[src/rtl/mux8_scan_pkg.sv]
// Shared types and helpers for the 8:1 mux scan controller: FSM encoding,
// channel-to-select mapping and the legal dwell range.
package mux8_scan_pkg;

    typedef enum logic [1:0] {
        IDLE   = 2'd0,
        SETTLE = 2'd1,
        HOLD   = 2'd2
    } state_t;

    localparam int DWELL_MIN = 1;
    localparam int DWELL_MAX = 15;

    typedef struct packed {
        logic s2;
        logic s1;
        logic s0;
    } sel_t;

    // The mux wiring swaps the two low select bits relative to the channel index.
    function automatic sel_t chan_to_sel(input logic [2:0] c);
        sel_t s;
        s.s2 = c[2];
        s.s0 = c[1];
        s.s1 = c[0];
        return s;
    endfunction

endpackage

[src/rtl/mux8_scan_ctrl_if.sv]
// Valid/ready sample stream carrying a captured mux word and its channel index.
interface mux8_scan_ctrl_if #(
    parameter int DW = 16
);
    logic [DW-1:0] out_data;
    logic [2:0]    out_chan;
    logic          out_valid;
    logic          out_ready;

    modport master (output out_data, out_chan, out_valid, input out_ready);
    modport slave  (input out_data, out_chan, out_valid, output out_ready);
endinterface

[src/rtl/mux8_next_chan.sv]
// Combinational channel search: lowest enabled channel, and the next enabled
// channel strictly above cur (no wrap).
module mux8_next_chan (
    input  logic [7:0] mask,
    input  logic [2:0] cur,
    output logic [2:0] nxt,
    output logic [2:0] first,
    output logic       has_next
);
    always_comb begin
        // NOTE: every output gets a default before the search so no latch is inferred.
        nxt      = '0;
        first    = '0;
        has_next = 1'b0;
        // Walking downward lets the lowest qualifying index overwrite the rest.
        for (int i = 7; i >= 0; i--) begin
            if (mask[i]) begin
                first = 3'(i);
                if (i > int'(cur)) begin
                    nxt      = 3'(i);
                    has_next = 1'b1;
                end
            end
        end
    end
endmodule

[src/rtl/mux8_scan_ctrl.sv]
// Round-robin scan controller: steps the mux selects over the enabled channels,
// waits DWELL cycles per channel, then offers each capture on a valid/ready port.
module mux8_scan_ctrl
    import mux8_scan_pkg::*;
#(
    parameter int DW    = 16,
    parameter int DWELL = 2
) (
    input  logic                  clk,
    input  logic                  rst_n,
    input  logic                  start,
    input  logic                  stop,
    input  logic                  continuous,
    input  logic [7:0]            chan_mask,
    output logic                  s0,
    output logic                  s1,
    output logic                  s2,
    input  logic [DW-1:0]         mux_data,
    mux8_scan_ctrl_if.master      out_if,
    output logic                  busy,
    output logic                  done
);
    localparam logic [3:0] CNT_LOAD = 4'(DWELL - 1);

    state_t     state;
    logic [3:0] cnt;
    logic       stop_pend;
    logic [7:0] mask_q;
    logic       cont_q;
    logic [2:0] chan;
    sel_t       sel;

    logic [7:0] search_mask;
    logic [2:0] nxt;
    logic [2:0] first;
    logic       has_next;
    logic       stop_now;
    logic       handshake;
    logic       end_scan;
    logic [2:0] target;

    // In IDLE the search looks at the live mask so the first channel is ready at start.
    assign search_mask = (state == IDLE) ? chan_mask : mask_q;

    mux8_next_chan u_next_chan (
        .mask     (search_mask),
        .cur      (chan),
        .nxt      (nxt),
        .first    (first),
        .has_next (has_next)
    );

    assign stop_now  = stop | stop_pend;
    assign handshake = out_if.out_valid && out_if.out_ready;
    assign end_scan  = ((state == SETTLE) && stop_now) ||
                       ((state == HOLD) && handshake && (stop_now || (!has_next && !cont_q)));
    assign target    = has_next ? nxt : first;

    assign s0 = sel.s0;
    assign s1 = sel.s1;
    assign s2 = sel.s2;

    always_ff @(posedge clk) begin
        // NOTE: every register is cleared by reset, including the latched mask, so a
        // reset mid-HOLD discards the pending sample and nothing starts up unknown.
        if (!rst_n) begin
            state            <= IDLE;
            cnt              <= '0;
            stop_pend        <= 1'b0;
            mask_q           <= '0;
            cont_q           <= 1'b0;
            chan             <= '0;
            sel              <= '0;
            out_if.out_data  <= '0;
            out_if.out_chan  <= '0;
            out_if.out_valid <= 1'b0;
            busy             <= 1'b0;
            done             <= 1'b0;
        end else begin
            // NOTE: non-blocking throughout; later assignments in this block override
            // earlier defaults on the same edge.
            done <= 1'b0;
            if (state != IDLE) begin
                stop_pend <= stop_pend | stop;
            end

            if (end_scan) begin
                state            <= IDLE;
                busy             <= 1'b0;
                done             <= 1'b1;
                stop_pend        <= 1'b0;
                out_if.out_valid <= 1'b0;
            end else begin
                case (state)
                    IDLE: begin
                        if (start) begin
                            if (chan_mask == '0) begin
                                done <= 1'b1;
                            end else begin
                                mask_q <= chan_mask;
                                cont_q <= continuous;
                                chan   <= first;
                                sel    <= chan_to_sel(first);
                                cnt    <= CNT_LOAD;
                                busy   <= 1'b1;
                                state  <= SETTLE;
                            end
                        end
                    end
                    SETTLE: begin
                        if (cnt == '0) begin
                            out_if.out_data  <= mux_data;
                            out_if.out_chan  <= chan;
                            out_if.out_valid <= 1'b1;
                            state            <= HOLD;
                        end else begin
                            cnt <= cnt - 4'd1;
                        end
                    end
                    HOLD: begin
                        if (handshake) begin
                            out_if.out_valid <= 1'b0;
                            chan             <= target;
                            sel              <= chan_to_sel(target);
                            cnt              <= CNT_LOAD;
                            state            <= SETTLE;
                        end
                    end
                    default: begin
                        state <= IDLE;
                        busy  <= 1'b0;
                    end
                endcase
            end
        end
    end
endmodule

[src/flat_wrapper.sv]
// flat-port wrapper written by rule: the top's interface ports become plain ports
module mux8_scan_ctrl_flat import mux8_scan_pkg::*;
#(
    parameter int DW    = 16,
    parameter int DWELL = 2
)
  (clk, rst_n, start, stop, continuous, chan_mask, s0, s1, s2, mux_data, busy, done, out_if_out_data, out_if_out_chan, out_if_out_valid, out_if_out_ready);
  mux8_scan_ctrl_if #(.DW(DW)) out_if_i ();
  input  logic clk;
  input  logic rst_n;
  input  logic start;
  input  logic stop;
  input  logic continuous;
  input  logic [7:0] chan_mask;
  output logic s0;
  output logic s1;
  output logic s2;
  input  logic [DW-1:0] mux_data;
  output logic busy;
  output logic done;
  output wire logic [$bits(out_if_i.out_data)-1:0] out_if_out_data;
  output wire logic [$bits(out_if_i.out_chan)-1:0] out_if_out_chan;
  output wire logic [$bits(out_if_i.out_valid)-1:0] out_if_out_valid;
  input wire logic [$bits(out_if_i.out_ready)-1:0] out_if_out_ready;
  assign out_if_out_data = out_if_i.out_data;
  assign out_if_out_chan = out_if_i.out_chan;
  assign out_if_out_valid = out_if_i.out_valid;
  assign out_if_i.out_ready = out_if_out_ready;
  mux8_scan_ctrl #(.DW(DW), .DWELL(DWELL)) u_core (.clk(clk), .rst_n(rst_n), .start(start), .stop(stop), .continuous(continuous), .chan_mask(chan_mask), .s0(s0), .s1(s1), .s2(s2), .mux_data(mux_data), .out_if(out_if_i), .busy(busy), .done(done));
endmodule
[config.mk]
export PLATFORM = sky130hd
export DESIGN_NAME = mux8_scan_ctrl_flat
export DESIGN_NICKNAME = d
export VERILOG_FILES = /design/src/rtl/mux8_scan_pkg.sv /design/src/rtl/mux8_scan_ctrl_if.sv /design/src/rtl/mux8_next_chan.sv /design/src/rtl/mux8_scan_ctrl.sv /design/src/flat_wrapper.sv
export SDC_FILE = /design/constraint.sdc
export NUM_CORES = 1
export LEC_CHECK = 0
export BUFFER_PORTS_ARGS = -buffer_cell sky130_fd_sc_hd__clkbuf_2
export CORE_MARGIN = 3
export CORE_UTILIZATION = 35
export DETAILED_ROUTE_END_ITERATION = 6
export PLACE_DENSITY = 0.61
export SYNTH_ARGS = -nofsm -noshare
export SYNTH_HDL_FRONTEND = slang
export SYNTH_HIERARCHICAL = 1
export SYNTH_SLANG_ARGS = --single-unit
[constraint.sdc]
create_clock -name clk -period 3.81 [get_ports clk]
set_input_delay 0.381 -clock clk [delete_from_list [all_inputs] [get_ports clk]]
set_output_delay 0.381 -clock clk [all_outputs]
set_load 0.005 [all_outputs]
# Word level (Yosys, flattened, before mapping)
# Cells that the tools add are included.
word_totals:
  register_bits: 44
op_classes:
  reduce_logical: 25
  n_eq_ne: 7
  order_cmp: 7
  bitwise: 5
  n_addsub: 1
  n_mux: 66
op_table:
  columns: ["cell", "n"]
  rows:
  - ["two-way mux 3 bit", 29]
  - ["two-way mux 1 bit", 22]
  - ["two-way mux 4 bit", 4]
  - ["greater-than comparator 3 bit (first input constant)", 4]
  - ["one-hot mux 3 bit (2 select lines)", 2]
  - ["one-hot mux 4 bit (3 select lines)", 1]
  - ["AND reduction 3 bit", 3]
  - ["logical NOT 8 bit", 1]
  - ["two-way mux 2 bit", 4]
  - ["two-way mux 8 bit", 1]
  - ["!= test 2 bit (second input constant)", 4]
  - ["AND reduction 4 bit", 2]
  - ["greater-than comparator 2 x 3 -> 1 bit (first input constant)", 2]
  - ["one-hot mux 2 bit (3 select lines)", 1]
  - ["AND reduction 6 bit", 1]
  - ["nonzero test 2 bit", 3]
  - ["logical AND 1 bit", 5]
  - ["AND reduction 5 bit", 1]
  - ["logical NOT 4 bit", 1]
  - ["NOT 1 bit", 4]
  - ["one-hot mux 1 bit (2 select lines)", 2]
  - ["OR reduction 2 bit", 2]
  - ["subtractor 4 x 1 -> 4 bit (second input constant)", 1]
  - ["greater-than comparator 1 x 3 -> 1 bit (first input constant)", 1]
  - ["8 further kinds", 10]

# Depth between registers and ports, before layout
depth:
  depth_word: 22
  mapped_depth: 15
  mapped_depth_nobuf: 11

# By module
# Netlist, hierarchy kept.
modules_own_cells:
  columns: ["module", "cells_each", "area_each_um2", "n_inst", "seq_area_each_um2"]
  rows:
  - ["mux8_scan_ctrl", 211, 1946.9, 1, 820.8]
  - ["mux8_next_chan", 38, 224.0, 1, 0.0]

# Least setup slack after synthesis
# Ideal clock, no wire load.
synth_path:
  kind: "reg2reg"
  from: "register u_core.state[0]"
  to: "register u_core.out_if.out_data[10]"
  arrival_time_ps: 3156
  synth_period_minus_slack_ps: 3284
  path_slack_ps: 526
  path_stages_with_launch: 16
  required_ps: 3682
  n_path_buf: 4
  path_cell_list: "dfxtp_1 -> inv_1 -> ha_1 -> clkbuf_1 -> clkbuf_1 -> mux2_2 -> nor2b_1 -> o21bai_1 -> a21oi_1 -> nand3b_1 -> or2_2 -> o2111ai_1 -> buf_2 -> buf_4 -> mux2i_1 -> nor2_1"
synth_lines:
  columns: ["element", "line", "source"]
  rows:
  - ["start: declaration", "mux8_scan_ctrl.sv:25", "state_t state;"]
  - ["start signal: assignment", "mux8_scan_ctrl.sv:67", "state <= IDLE;"]
  - ["start signal: assignment", "mux8_scan_ctrl.sv:88", "state <= IDLE;"]
  - ["start signal: assignment", "mux8_scan_ctrl.sv:106", "state <= SETTLE;"]
  - ["logical NOT 2 bit", "mux8_scan_ctrl.sv:43", "assign search_mask = (state == IDLE) ? chan_mask : mask_q;"]
  - ["two-way mux 8 bit", "mux8_scan_ctrl.sv:43", null]
  - ["net u_core.search_mask[1]", "mux8_scan_ctrl.sv:33", "logic [7:0] search_mask;"]
  - ["two-way mux 1 bit", "mux8_next_chan.sv:17", "if (mask[i]) begin"]
  - ["net u_core.has_next", "mux8_scan_ctrl.sv:36", "logic has_next;"]
  - ["logical NOT 1 bit", "mux8_scan_ctrl.sv:56", "((state == HOLD) && handshake && (stop_now || (!has_next && !cont_q)));"]
  - ["logical AND 1 bit", "mux8_scan_ctrl.sv:56", null]
  - ["logical OR 1 bit", "mux8_scan_ctrl.sv:56", null]
  - ["logical AND 1 bit", "mux8_scan_ctrl.sv:56", null]
  - ["logical OR 1 bit", "mux8_scan_ctrl.sv:55", "assign end_scan = ((state == SETTLE) && stop_now) ||"]
  - ["NOT 1 bit (no source line)", null, null]
  - ["AND reduction 3 bit (no source line)", null, null]
  - ["end signal: assignment", "mux8_scan_ctrl.sv:112", "out_if.out_data <= mux_data;"]
  - ["end: declaration", "mux8_scan_ctrl_if.sv:10", "modport master (output out_data, out_chan, out_valid, input out_ready);"]
# The timed path passes the listed nets, and every way through them passes these cells.
# A chain may end at the register's enable or synchronous reset.

# Worst setup path in the final report
layout_path:
  from: "register u_core.state[0]"
  to: "register u_core.cnt[3]"
layout_lines:
  columns: ["element", "line", "source"]
  rows:
  - ["logical NOT 2 bit *", "mux8_scan_ctrl.sv:43", null]
  - ["two-way mux 8 bit *", "mux8_scan_ctrl.sv:43", null]
  - ["net u_core.search_mask[3]", "mux8_scan_ctrl.sv:33", null]
  - ["two-way mux 1 bit *", "mux8_next_chan.sv:17", null]
  - ["two-way mux 1 bit", "mux8_next_chan.sv:19", "if (i > int'(cur)) begin"]
  - ["two-way mux 1 bit *", "mux8_next_chan.sv:17", null]
  - ["two-way mux 1 bit", "mux8_next_chan.sv:19", null]
  - ["two-way mux 1 bit *", "mux8_next_chan.sv:17", null]
  - ["net u_core.has_next", "mux8_scan_ctrl.sv:36", null]
  - ["logical NOT 1 bit *", "mux8_scan_ctrl.sv:56", null]
  - ["logical AND 1 bit *", "mux8_scan_ctrl.sv:56", null]
  - ["logical OR 1 bit *", "mux8_scan_ctrl.sv:56", null]
  - ["logical AND 1 bit *", "mux8_scan_ctrl.sv:56", null]
  - ["logical OR 1 bit *", "mux8_scan_ctrl.sv:55", null]
  - ["NOT 1 bit (no source line) *", null, null]
  - ["AND reduction 6 bit (no source line) *", null, null]
  - ["end signal: assignment", "mux8_scan_ctrl.sv:117", "cnt <= cnt - 4'd1;"]
  - ["end: declaration", "mux8_scan_ctrl.sv:26", "logic [3:0] cnt;"]
# The timed path passes the listed nets; every way through them passes the cells marked *.

==> impl_metrics.py <==
metrics = {
    "logic_synthesis": {
        "syn-num-nets": 285,
        "yosys_register_bits": 41,
        "synth_ff_type": "dfxtp_1",
        "ys_warn_count": 6,
        "synth_area_mm2": 0.002171,
        "synth.distinct_cells": 55,
        "synth_area_per_cell_um2": 8.718,
        "ys_seq_area_share_pct": 37.81,
        "ys_async_sr_fraction_pct": 0,
        "synthCells": 249,
        "synth_edf_count": 0,
    },
    "worst_setup_path": {
        "worst_path_max_delay_cell": "a22o_1",
        "path_delay_family": "simple AND/OR/NAND/NOR gates",
        "cp_cell_sequence": "inv_1 -> ha_1 -> buf_4 -> mux2_2 -> nand2_1 -> a21oi_1 -> nand3b_1 -> or2_2 -> a22o_1 -> and3_1 -> a31o_2",
        "max_stage_delay_ps": 460,
        "crit_required_ps": 4000,
        "cp.arrival_ps": 3400,
        "critical_path_class": "register to register",
        "crit_fanout": 23,
        "crit_buf_inv": 2,
        "crit_path_start_kind": "register",
        "cp-end-kind": "register",
    },
    "clocking": {
        "cts_buffer_depth": 2,
        "cts_buffers": 5,
        "hold_buffers": 0,
        "cts_tree": "built",
        "cts_resized": 0,
        "clkTransAtPathRegs_ps": 80,
        "post_cts_buffers": 0,
        "clock-sinks": 41,
        "clk_latency_ps": 280,
        "cts_root_buf": "clkbuf_8",
        "htree_levels": 2,
    },
    "cells_and_area": {
        "n_fill_cell": 589,
        "finish.instance_area_mm2": 0.002623,
        "final_cell_mix": "clkbuf_2 (54), dfxtp_1 (41), nor2_1 (24), a21oi_1 (24), mux2i_1 (22)",
        "final_common_cell": "clkbuf_2",
        "antenna_cells": 0,
        "final_nets": 336,
        "syn_to_final_growth_pct": 20.81,
        "layout-drive-gt1-share_pct": 27.24,
        "final_util_pct": 44.03,
    },
    "sta": {
        "fin_skew_ps": 3.418,
        "fin_crit_sh_pct": 84.43,
        "setup_viol": 0,
        "fin_ws_ps": 593.1,
        "rsz0062_at_grt": "no",
        "min_period_ps": 3217,
        "timing.setup.tns_ps": 0,
        "hold_viol_final": 0,
        "relSlewSlack_pct": 33.56,
        "worst-slew-pin-transition_ps": 990.4,
        "finalMaxSlewViolations": 0,
        "max_freq_mhz": 310.9,
    },
    "flow_run": {
        "cap_violations": 0,
    },
    "drt": {
        "ant_nets": 0,
        "drt_iter0_drc": 120,
        "drt_pre_antenna_iters": 4,
        "vias": 2022,
        "wl_um": 4984,
        "post-route-drc-count": 0,
        "viasPerCell": 5.378,
        "routedWlPerCell_um": 13.26,
    },
    "floorplanning": {
        "core_mm2": 0.005956,
        "start_util_pct": 36.45,
        "rows": 28,
        "die_area_mm2": 0.007183,
        "pin_count": 55,
        "die_w_um": 84.76,
        "die_height_um": 84.76,
    },
    "placement": {
        "portBuffers": 54,
        "place_hpwl_um": 3673,
        "gp_congestion": 0.8242,
        "placed_area_mm2": 0.002502,
        "dp_slack_ps": 628.0,
    },
    "pwr": {
        "p_leak_nw": 1.241,
        "power_per_cell_area_mw_per_mm2": 701.3,
        "irDropWorstVdd_v": 0.0003526,
    },
    "grt": {
        "grt_max_degree": 35,
        "grt_pass1_wl_um": 8473,
        "grt_pass1_vias": 1909,
        "antenna_found_initial": 0,
        "overflow": 0,
        "globalRouteTotalUtil_pct": 14.13,
    },
    "run_status": {
        "status": "completed",
    },
    "worst_hold_path": {
        "hold_path_class": "input pin to register",
    },
}
-- worst register-to-register path: cells and delay by family (launching register included) --
family	cells	cell delay (ps)
compound gates	3	760
fa+ha+maj	1	360
buf+inv	2	320
flops	1	360
mux	1	400
simple gates	4	920
-- path summary, 6_finish.rpt --
| kind | cells past startpoint | end | slack, ps | start |
|---|---|---|---|---|
| min reg2reg | 2 | u_core/mask_q[2]$_SDFFE_PN0P_ | 480 | u_core/mask_q[2]$_SDFFE_PN0P_ |
| max reg2reg | 11 | u_core/cnt[3]$_SDFFE_PN0P_ | 590 | u_core/state[0]$_SDFFE_PP0P_ |
| max | 11 | u_core/cnt[3]$_SDFFE_PN0P_ | 590 | u_core/state[0]$_SDFFE_PP0P_ |
| min | 3 | u_core/out_if.out_data[0]$_SDFFE_PN0P_ | 330 | mux_data[0] |
-- through the flow --
stage                     hold WS (ps)  instances  total power, W
after floorplan                  448.7        249        0.001270
after global placement           461.2        368        0.001469
after detailed placement         465.8        368        0.001475
after CTS                        315.1        376        0.001850
after global routing             322.6        376        0.001989
final                            325.8        376        0.001839
-- flip-flops by register name, indices dropped and copies added, names as in the netlist --
signal                   count
u_core/cont_q                1
u_core/busy                  1
u_core/chan                  3
u_core/done                  1
u_core/out_if.out_data      16
u_core/state                 2
u_core/mask_q                8
u_core/out_if.out_chan       3
u_core/cnt                   4
u_core/stop_pend             1
u_core/out_if.out_valid      1
-- routing by layer --
| metal | vias to the layer above | wire length [um] | global-route usage [%] |
|---|---|---|---|
| met3 | 2 | 377 | 4.122 |
| met2 | 70 | 2157 | 22.85 |
| met1 | 936 | 2435 | 18.75 |
| met4 | 0 | 14 | 3.022 |
| li1 | 1014 | - | - |
| met5 | - | 0 | 0 |
-- kinds of logic after synthesis --
logic type | synth area share, %
flops | 37.81
mux | 14.29
fa+ha+maj | 3.458
buf+inv | 4.034
compound gates | 19.08
simple gates | 21.33
-- layout make-up --
cell class	instances	area (um2)	area share, %
tap	75	93.84	3.578
timing repair buffer	56	285.3	10.88
multi-input combinational	187	1269	48.38
inverter	9	33.78	1.288
clock buffer	6	82.58	3.149
sequential	41	820.8	31.30
clock inverter	2	37.54	1.431
-- Yosys cell counts (all sizes together), types with 2 or more instances --
cell type | number | area (um2)
and4 | 3 | 26.28
mux2i | 22 | 220.2
o21ai | 15 | 75.07
nor2b | 4 | 25.02
nand4 | 3 | 18.77
a31o | 2 | 17.52
and3 | 2 | 12.51
nand2b | 2 | 12.51
or2 | 2 | 12.51
or3b | 2 | 17.52
o22ai | 2 | 12.51
nor3 | 6 | 30.03
a31oi | 5 | 31.28
nor2 | 24 | 90.09
o21bai | 2 | 15.01
nor4 | 2 | 25.02
inv | 8 | 30.03
clkbuf | 8 | 30.03
a21boi | 2 | 18.77
nor3b | 2 | 15.01
mux2 | 8 | 90.09
ha | 6 | 75.07
o211ai | 2 | 15.01
nand2 | 12 | 45.04
buf | 4 | 23.76
a21oi | 24 | 120.1
nand3 | 12 | 60.06
dfxtp | 41 | 820.8
-- where the power goes --
part           switching (W)  internal, W
registers          0.0000923     0.000517
logic               0.000462     0.000403
clock network       0.000151     0.000213
total               0.000706      0.00113
Power figures use the tool's default switching activity.
